<file path="src/rtl/vga_timing_pkg.sv">
// Shared 640x480@60 raster constants and coordinate widths for the VGA timing
// generator and the downstream text-mode index generator.
package vga_timing_pkg;

    localparam int H_ACTIVE = 640;
    localparam int H_FP     = 16;
    localparam int H_SYNC   = 96;
    localparam int H_BP     = 48;
    localparam int V_ACTIVE = 480;
    localparam int V_FP     = 10;
    localparam int V_SYNC   = 2;
    localparam int V_BP     = 33;

    localparam logic HSYNC_POL = 1'b0;
    localparam logic VSYNC_POL = 1'b0;

    function automatic int axis_total(input int active, input int fp, input int sync, input int bp);
        return active + fp + sync + bp;
    endfunction

    localparam int H_TOTAL  = axis_total(H_ACTIVE, H_FP, H_SYNC, H_BP);
    localparam int V_TOTAL  = axis_total(V_ACTIVE, V_FP, V_SYNC, V_BP);
    localparam int HS_START = H_ACTIVE + H_FP;
    localparam int HS_END   = HS_START + H_SYNC;
    localparam int VS_START = V_ACTIVE + V_FP;
    localparam int VS_END   = VS_START + V_SYNC;

    localparam int X_W    = $clog2(H_ACTIVE);
    localparam int Y_W    = $clog2(V_ACTIVE);
    localparam int HCNT_W = $clog2(H_TOTAL);
    localparam int VCNT_W = $clog2(V_TOTAL);

    typedef logic [X_W-1:0] xpix_t;
    typedef logic [Y_W-1:0] ypix_t;

endpackage

</file>
<file path="src/rtl/vga_axis_counter.sv">
// One raster axis: wrap counter with clock enable and synchronous clear to the
// idle (last) position, plus active/sync window flags of the next position.
module vga_axis_counter
    import vga_timing_pkg::*;
#(
    parameter int TOTAL      = H_TOTAL,
    parameter int ACTIVE     = H_ACTIVE,
    parameter int SYNC_START = HS_START,
    parameter int SYNC_END   = HS_END,
    parameter int W          = $clog2(TOTAL)
) (
    input  logic         clk_i,
    input  logic         arstn_i,
    input  logic         clr_i,
    input  logic         ce_i,
    output logic         last_o,
    output logic [W-1:0] cnt_next_o,
    output logic         active_next_o,
    output logic         sync_next_o
);

    localparam logic [W-1:0] LAST = W'(TOTAL - 1);
    localparam logic [W-1:0] ACT  = W'(ACTIVE);
    localparam logic [W-1:0] SS   = W'(SYNC_START);
    localparam logic [W-1:0] SE   = W'(SYNC_END);

    logic [W-1:0] cnt_q;
    logic [W-1:0] cnt_d;

    always_comb begin
        cnt_d = cnt_q;
        if (clr_i) begin
            cnt_d = LAST;
        end else if (ce_i) begin
            cnt_d = (cnt_q == LAST) ? '0 : cnt_q + 1'b1;
        end
    end

    always_ff @(posedge clk_i or negedge arstn_i) begin
        if (!arstn_i) begin
            cnt_q <= LAST;
        end else begin
            cnt_q <= cnt_d;
        end
    end

    // Flags describe the position being entered so the top can register them
    // in the same edge as the counter.
    assign last_o        = (cnt_q == LAST);
    assign cnt_next_o    = cnt_d;
    assign active_next_o = (cnt_d < ACT);
    assign sync_next_o   = (cnt_d >= SS) && (cnt_d < SE);

endmodule

</file>
<file path="src/rtl/vga_timing_gen.sv">
// VGA raster timing generator: scans the full frame one pixel per pixel-clock
// enable and drives coordinates, syncs, active flag and start pulses from flops.
module vga_timing_gen #(
    parameter int   H_ACTIVE  = vga_timing_pkg::H_ACTIVE,
    parameter int   H_FP      = vga_timing_pkg::H_FP,
    parameter int   H_SYNC    = vga_timing_pkg::H_SYNC,
    parameter int   H_BP      = vga_timing_pkg::H_BP,
    parameter int   V_ACTIVE  = vga_timing_pkg::V_ACTIVE,
    parameter int   V_FP      = vga_timing_pkg::V_FP,
    parameter int   V_SYNC    = vga_timing_pkg::V_SYNC,
    parameter int   V_BP      = vga_timing_pkg::V_BP,
    parameter logic HSYNC_POL = vga_timing_pkg::HSYNC_POL,
    parameter logic VSYNC_POL = vga_timing_pkg::VSYNC_POL
) (
    input  logic                        clk_i,
    input  logic                        arstn_i,
    input  logic                        pix_ce_i,
    input  logic                        en_i,
    output logic [$clog2(H_ACTIVE)-1:0] xPixel_o,
    output logic [$clog2(V_ACTIVE)-1:0] yPixel_o,
    output logic                        hsync_o,
    output logic                        vsync_o,
    output logic                        active_o,
    output logic                        line_start_o,
    output logic                        frame_start_o
);

    localparam int H_TOTAL = vga_timing_pkg::axis_total(H_ACTIVE, H_FP, H_SYNC, H_BP);
    localparam int V_TOTAL = vga_timing_pkg::axis_total(V_ACTIVE, V_FP, V_SYNC, V_BP);
    localparam int HCW     = $clog2(H_TOTAL);
    localparam int VCW     = $clog2(V_TOTAL);
    localparam int XW      = $clog2(H_ACTIVE);
    localparam int YW      = $clog2(V_ACTIVE);

    logic           adv;
    logic           h_last, v_last;
    logic [HCW-1:0] h_next;
    logic [VCW-1:0] v_next;
    logic           h_act_next, v_act_next, h_sync_next, v_sync_next;

    assign adv = en_i & pix_ce_i;

    vga_axis_counter #(
        .TOTAL(H_TOTAL), .ACTIVE(H_ACTIVE),
        .SYNC_START(H_ACTIVE + H_FP), .SYNC_END(H_ACTIVE + H_FP + H_SYNC), .W(HCW)
    ) u_h_axis (
        .clk_i(clk_i), .arstn_i(arstn_i), .clr_i(~en_i), .ce_i(adv),
        .last_o(h_last), .cnt_next_o(h_next),
        .active_next_o(h_act_next), .sync_next_o(h_sync_next)
    );

    vga_axis_counter #(
        .TOTAL(V_TOTAL), .ACTIVE(V_ACTIVE),
        .SYNC_START(V_ACTIVE + V_FP), .SYNC_END(V_ACTIVE + V_FP + V_SYNC), .W(VCW)
    ) u_v_axis (
        .clk_i(clk_i), .arstn_i(arstn_i), .clr_i(~en_i), .ce_i(adv & h_last),
        .last_o(v_last), .cnt_next_o(v_next),
        .active_next_o(v_act_next), .sync_next_o(v_sync_next)
    );

    logic [XW-1:0] x_q, x_d;
    logic [YW-1:0] y_q, y_d;
    logic          hsync_q, hsync_d, vsync_q, vsync_d, active_q, active_d;
    logic          line_start_q, line_start_d, frame_start_q, frame_start_d;

    // Clearing the counters to the idle corner makes every decode fall outside
    // the visible and sync windows, so en_i=0 needs no separate output path.
    always_comb begin
        x_d           = h_act_next ? XW'(h_next) : '0;
        y_d           = v_act_next ? YW'(v_next) : '0;
        active_d      = h_act_next & v_act_next;
        hsync_d       = h_sync_next ? HSYNC_POL : ~HSYNC_POL;
        vsync_d       = v_sync_next ? VSYNC_POL : ~VSYNC_POL;
        line_start_d  = adv & h_last;
        frame_start_d = adv & h_last & v_last;
    end

    always_ff @(posedge clk_i or negedge arstn_i) begin
        if (!arstn_i) begin
            x_q           <= '0;
            y_q           <= '0;
            active_q      <= 1'b0;
            hsync_q       <= ~HSYNC_POL;
            vsync_q       <= ~VSYNC_POL;
            line_start_q  <= 1'b0;
            frame_start_q <= 1'b0;
        end else begin
            x_q           <= x_d;
            y_q           <= y_d;
            active_q      <= active_d;
            hsync_q       <= hsync_d;
            vsync_q       <= vsync_d;
            line_start_q  <= line_start_d;
            frame_start_q <= frame_start_d;
        end
    end

    assign xPixel_o      = x_q;
    assign yPixel_o      = y_q;
    assign active_o      = active_q;
    assign hsync_o       = hsync_q;
    assign vsync_o       = vsync_q;
    assign line_start_o  = line_start_q;
    assign frame_start_o = frame_start_q;

endmodule

</file>
<file path="config.mk">
export PLATFORM = sky130hd
export DESIGN_NAME = vga_timing_gen
export DESIGN_NICKNAME = d
export VERILOG_FILES = /design/src/rtl/vga_timing_pkg.sv /design/src/rtl/vga_axis_counter.sv /design/src/rtl/vga_timing_gen.sv
export SDC_FILE = /design/constraint.sdc
export NUM_CORES = 1
export LEC_CHECK = 0
export ABC_AREA = 1
export CORE_MARGIN = 4
export CORE_UTILIZATION = 57
export CTS_BUF_LIST = sky130_fd_sc_hd__clkbuf_2
export DETAILED_ROUTE_END_ITERATION = 10
export PLACE_DENSITY = 0.82
export SLEW_MARGIN = 5
export SYNTH_ARGS = -nofsm -noshare
export SYNTH_HDL_FRONTEND = slang
export SYNTH_HIERARCHICAL = 1
export SYNTH_SLANG_ARGS = --single-unit
</file>
<file path="constraint.sdc">
create_clock -name clk_i -period 2.6 [get_ports clk_i]
set_clock_uncertainty 0.05 [all_clocks]
set_input_delay 0.39 -clock clk_i [delete_from_list [all_inputs] [get_ports clk_i]]
set_output_delay 0.39 -clock clk_i [all_outputs]
set_load 0.02 [all_outputs]
</file>
Word level (Yosys, flattened, before mapping) --
Cells that the tools add are included.
Storage, ports and cells: bits in registers 44, input bits 4, output and inout bits 24, logic and storage cells 35
Cells by class: $add $sub $neg 2, magnitude comparators 6, equality and inequality tests 2, muxes and demuxes 10, bitwise logic cells 4, reduce and logical (&&, ||, !) cells 2
Operators by type and width (count):
- two-way mux 10 bit | 7
- adder 10 x 1 -> 10 bit (second input constant) | 2
- equality test 10 bit (second input constant) | 2
- less-than comparator 10 bit (second input constant) | 2
- less-than comparator 10 x 9 -> 1 bit (second input constant) | 2
- greater-or-equal comparator 10 bit (second input constant) | 1
- greater-or-equal comparator 10 x 9 -> 1 bit (second input constant) | 1
- two-way mux 9 bit | 1
- AND 1 bit | 4
- logical AND 1 bit | 2
- two-way mux 1 bit | 2

Longest topological paths before layout --
depth after elaboration 7, gate-level depth with buffers 19, depth with buffers taken out 17

Cells and area by module --
The synthesis kept the hierarchy.
By module, submodules not included:
- vga_timing_gen | instances 1, cells each 75, area each 807.0 µm², sequential area each 603.1 µm²
- vga_axis_counter at u_v_axis | instances 1, cells each 101, area each 714.4 µm², sequential area each 254.0 µm²
- vga_axis_counter at u_h_axis | instances 1, cells each 96, area each 661.9 µm², sequential area each 259.0 µm²

Worst setup path before layout --
OpenSTA, ideal clock, no wires.
path kind register to register, from reg u_h_axis.cnt_q[1], to reg y_q[5] (netlist: yPixel_o[5]), library setup time 113 ps, arrival 2213 ps, required time 2437 ps, slack 224 ps, stages on the path, launching flop included 18, path buffers 2, clock period less this slack 2376 ps, cells stage by stage dfstp_2 ha_1 nand2_1 nor2_4 nand2_1 inv_1 nand3_1 inv_1 buf_4 nand2_1 nor2_1 a21o_1 nand3_2 nor2_4 a21oi_1 buf_4 nand2_1 inv_1
Between the ends: cells in the longest elaborated chain, start to end 6
Ends and longest elaborated chain:
- start, declared | RTL line vga_axis_counter.sv:27 | logic [W-1:0] cnt_q;
- start signal, assigned | RTL line vga_axis_counter.sv:43 | cnt_q <= cnt_d;
- equality test 10 bit | RTL line vga_axis_counter.sv:49 | assign last_o = (cnt_q == LAST);
- net h_last | RTL line vga_timing_gen.sv:36 | logic h_last, v_last;
- AND 1 bit
- net line_start_d | RTL line vga_timing_gen.sv:64 | logic line_start_q, line_start_d, frame_start_q, frame_start_d;
- two-way mux 10 bit | RTL line vga_axis_counter.sv:34 | end else if (ce_i) begin
- two-way mux 10 bit | RTL line vga_axis_counter.sv:32 | if (clr_i) begin
- less-than comparator 10 x 9 -> 1 bit | RTL line vga_axis_counter.sv:51 | assign active_next_o = (cnt_d < ACT);
- net v_act_next | RTL line vga_timing_gen.sv:39 | logic h_act_next, v_act_next, h_sync_next, v_sync_next;
- two-way mux 9 bit | RTL line vga_timing_gen.sv:70 | y_d = v_act_next ? YW'(v_next) : '0;
- net y_d[5] | RTL line vga_timing_gen.sv:62 | logic [YW-1:0] y_q, y_d;
- end signal, assigned | RTL line vga_timing_gen.sv:89 | y_q <= y_d;
- end, declared | RTL line vga_timing_gen.sv:62
The timed path passes the listed nets, and every way through them passes these cells.

Worst setup path in the final report --
from reg u_h_axis.cnt_q[0], to reg vsync_q (netlist: vsync_o)
Between the ends: cells in the longest elaborated chain, start to end 7, elaborated cells between the ends (all ways) 8, those cells by class 2 x order compare; 1 x eq/ne; 3 x mux; 1 x bitwise; 1 x reduce/logical
Ends and longest elaborated chain:
- equality test 10 bit (*) | RTL line vga_axis_counter.sv:49
- net h_last | RTL line vga_timing_gen.sv:36
- AND 1 bit (*)
- net line_start_d | RTL line vga_timing_gen.sv:64
- two-way mux 10 bit (*) | RTL line vga_axis_counter.sv:34
- two-way mux 10 bit (*) | RTL line vga_axis_counter.sv:32
- net v_next[3] | RTL line vga_timing_gen.sv:38 | logic [VCW-1:0] v_next;
- greater-or-equal comparator 10 x 9 -> 1 bit / less-than comparator 10 x 9 -> 1 bit (equally long branches) | RTL line vga_axis_counter.sv:52 | assign sync_next_o = (cnt_d >= SS) && (cnt_d < SE);
- logical AND 1 bit (*) | RTL line vga_axis_counter.sv:52
- net v_sync_next | RTL line vga_timing_gen.sv:39
- two-way mux 1 bit (*) | RTL line vga_timing_gen.sv:73 | vsync_d = v_sync_next ? VSYNC_POL : ~VSYNC_POL;
- net vsync_d | RTL line vga_timing_gen.sv:63 | logic hsync_q, hsync_d, vsync_q, vsync_d, active_q, active_d;
- end signal, assigned | RTL line vga_timing_gen.sv:84 | vsync_q <= ~VSYNC_POL;
- end signal, assigned | RTL line vga_timing_gen.sv:92 | vsync_q <= vsync_d;
- end, declared | RTL line vga_timing_gen.sv:63
The timed path passes the listed nets; every way through them passes the cells marked *.

==> impl_metrics.yaml <==
status:
  status: "completed"
routing:
  dr.pass1.iters: 5
  wl_per_cell_um: 11.8
  ant_nets: 0
  vias: 1794
  drt-total-wl_um: 4270
  viasPerCell: 4.97
  drt-initial-drc-count: 126
  drc_errors: 0
pwr:
  ir_drop_uv: 371
  cellLeakagePower_nw: 1.52
  p_int_mw: 0.925
  p_switching_mw: 0.420
  p_per_area_nw_per_um2: 510
  combPwrFrac_pct: 23.6
  seq_power_share_pct: 56.8
  power_mw: 1.35
  clockPowerShare_pct: 19.7
  swShare_pct: 31.2
synthesis:
  yosys_warnings: 6
  synth_edf_count: 0
  synthTopCellsByCount: "nand2_1 (74), inv_1 (61), dfrtp_1 (32), nand3_1 (22), nor2_1 (17)"
  netlist_area_um2: 2180
  synthFlopType: "dfrtp_1"
  ys_top_cells_by_area: "dfrtp_1 (37%), dfstp_2 (14%), nand2_1 (13%)"
  yosysMostFrequentCell: "nand2_1"
  synth_seq_cells: 44
  postSynthAreaPerCell_um2: 8.03
  synth_area_leader_cell: "dfrtp_1"
  synthArstFlopShare_pct: 100
  syn_inst: 272
  synthDistinctLibCells: 28
  synth.net_count: 279
  synth_top_area_share_pct: 36.7
  synth-seq-area-share_pct: 51.1
worst_setup_path:
  cp_max_fo: 5
  r2r_end: "vsync_o$_DFF_PN1_"
  r2r-start: "u_h_axis/cnt_q[0]$_DFF_PN1_"
  worstSetupPathType: "flip-flop to flip-flop"
  worst-r2r-setup-slack_ns: 0.18
  worstPathArrival_ns: 2.73
  end_kind: "flip-flop"
  crit_path_start_kind: "flip-flop"
  r2r_cells: 17
  cp.required_ns: 2.91
final_layout:
  syn_to_final_growth_pct: 20.8
  final_util_pct: 71.5
  fillers: 294
  final_nets: 319
  fin_cells: 361
  antenna_cells: 0
  regArea_um2: 1120
  multiInputGateArea_um2: 847
  drive_gt1_share_pct: 18.5
  stdcell_area_um2: 2640
timing:
  drv_slew: 0
  tightest_slew_ns: 0.895
  finalSetupTns_ns: 0
  setup_viol: 0
  fin_crit_ns: 2.42
  max_clock_freq_mhz: 413
  hold_viol: 0
  layout_setup_ws_ns: 0.180
  period_share_pct: 93.1
  maxSlewHeadroom_pct: 40.3
  whs_ns: 0.0368
place:
  gp_congestion: 0.859
  placed_area_um2: 2500
  portBuffers: 27
  dp_slack_ns: -0.0709
  dp_hpwl_um: 2950
  placed_cells: 347
floorplan:
  ios: 28
  die_x_um: 69.9
  row_count: 22
  start_util_pct: 59.2
  dieArea_um2: 4880
  die_y_um: 69.9
  core_area_um2: 3690
global_routing:
  grtUsageTotal_pct: 18.2
  grt_pass1_wl_um: 7070
  grt-ovfl-total: 0
  antenna_found_initial: 0
  grt_pass1_vias: 1594
  grt_max_degree: 45
run:
  drv_cap: 0
clock_network:
  clk_pin_slew_ns: 0.20
  postCtsHoldBufs: 0
  htree_levels: 2
  cts_tree: "yes"
  clock_latency_ns: 0.40
  cts_buffer_depth: 2
  cts_made_buffers: 5
  clock-root-buffer: "clkbuf_2"
  cts_sinks: 44
worst_hold_path:
  hp-class: "input pin to asynchronous set/reset pin"
sequential cells by signal (all words and copies together) (netlist names):
| register | cells |
|---|---|
| u_h_axis/cnt_q | 10 |
| line_start_o | 1 |
| yPixel_o | 9 |
| vsync_o | 1 |
| active_o | 1 |
| xPixel_o | 10 |
| u_v_axis/cnt_q | 10 |
| frame_start_o | 1 |
| hsync_o | 1 |
kinds of logic (layout without fill, tap and decap cells):
family / after synthesis / after routing / synth area share (%)
buf+inv: 67 / 108 / 12.4
compound gates: 14 / 14 / 3.55
flops: 44 / 44 / 51.1
simple gates: 141 / 141 / 30.0
xor+xnor: 3 / 3 / 1.20
fa+ha+maj: 3 / 3 / 1.72
critical path, cell delays in order, from the launching register on:
cell,delay [ns]
dfstp_2,0.61
ha_4,0.15
nand2_1,0.08
nor2_4,0.16
nand2_2,0.07
inv_1,0.05
nand3_1,0.11
inv_2,0.13
nand2_1,0.10
nor2_2,0.15
xor2_1,0.17
nand2_1,0.09
nand2_2,0.09
nand2_1,0.07
nor2_2,0.09
nand2_1,0.06
nor2_1,0.10
inv_1,0.05
cells in the final DEF, fill, tap and decap left out, types with 2 or more instances in the layout:
cell              n
clkdlybuf4s50_1  26
o21ai_0           2
dfstp_2          12
xor2_1            2
inv_2             2
buf_4            10
dfrtp_1          32
ha_1              2
nand2_2           6
nand2_1          70
nand3_1          20
nor2_4            3
nand3_2           3
inv_1            60
nor2_1           15
a21oi_1           6
clkinv_1          3
nor2_2            9
nand4_1           9
clkbuf_2          6
and3_1            2
nor3_2            2
power groups by stage:
stage	Sequential, mW	Combinational [mW]	Clock, mW
floorplan	0.800	0.159	0
global placement	0.774	0.279	0
detailed placement	0.774	0.287	0
CTS	0.763	0.291	0.279
global route	0.770	0.352	0.309
finish	0.764	0.317	0.265
area by class of cell:
class	count	share of cell area, %
clock buffer	6	1.14
inverter	63	8.97
timing repair buffer	37	12.9
sequential	44	42.3
tap	48	2.28
multi-input combinational	161	32.1
clock inverter	2	0.285
worst max path at each step:
stage                           startpoint                     to  slack, ns
6_report       u_h_axis/cnt_q[0]$_DFF_PN1_      vsync_o$_DFF_PN1_       0.18
5_1_grt        u_h_axis/cnt_q[0]$_DFF_PN1_      vsync_o$_DFF_PN1_     -0.001
4_1_cts        u_h_axis/cnt_q[1]$_DFF_PN1_     active_o$_DFF_PN0_       0.01
3_5_place_dp   u_h_axis/cnt_q[1]$_DFF_PN1_  yPixel_o[5]$_DFF_PN0_      -0.07
3_3_place_gp   u_h_axis/cnt_q[1]$_DFF_PN1_  yPixel_o[5]$_DFF_PN0_      -0.04
2_1_floorplan  u_h_axis/cnt_q[1]$_DFF_PN1_  yPixel_o[5]$_DFF_PN0_       0.22
timing repair:
action | CTS | global route
pin swaps | 0 | 5
cloned | 0 | 0
resized for setup | 3 | 11
buffers inserted | 0 | 6
setup endpoints to repair | 10 | 21
per-layer routing:
metal  up-vias  global-route usage, %  share of wire [%]
met5         -                      0                  0
li1        901                      -                  -
met3        11                   6.04                6.6
met1       830                   24.1                 45
met2        52                   28.4                 47
met4         0                   5.74                2.1
Note: power is estimated with default switching activity, not from simulation.
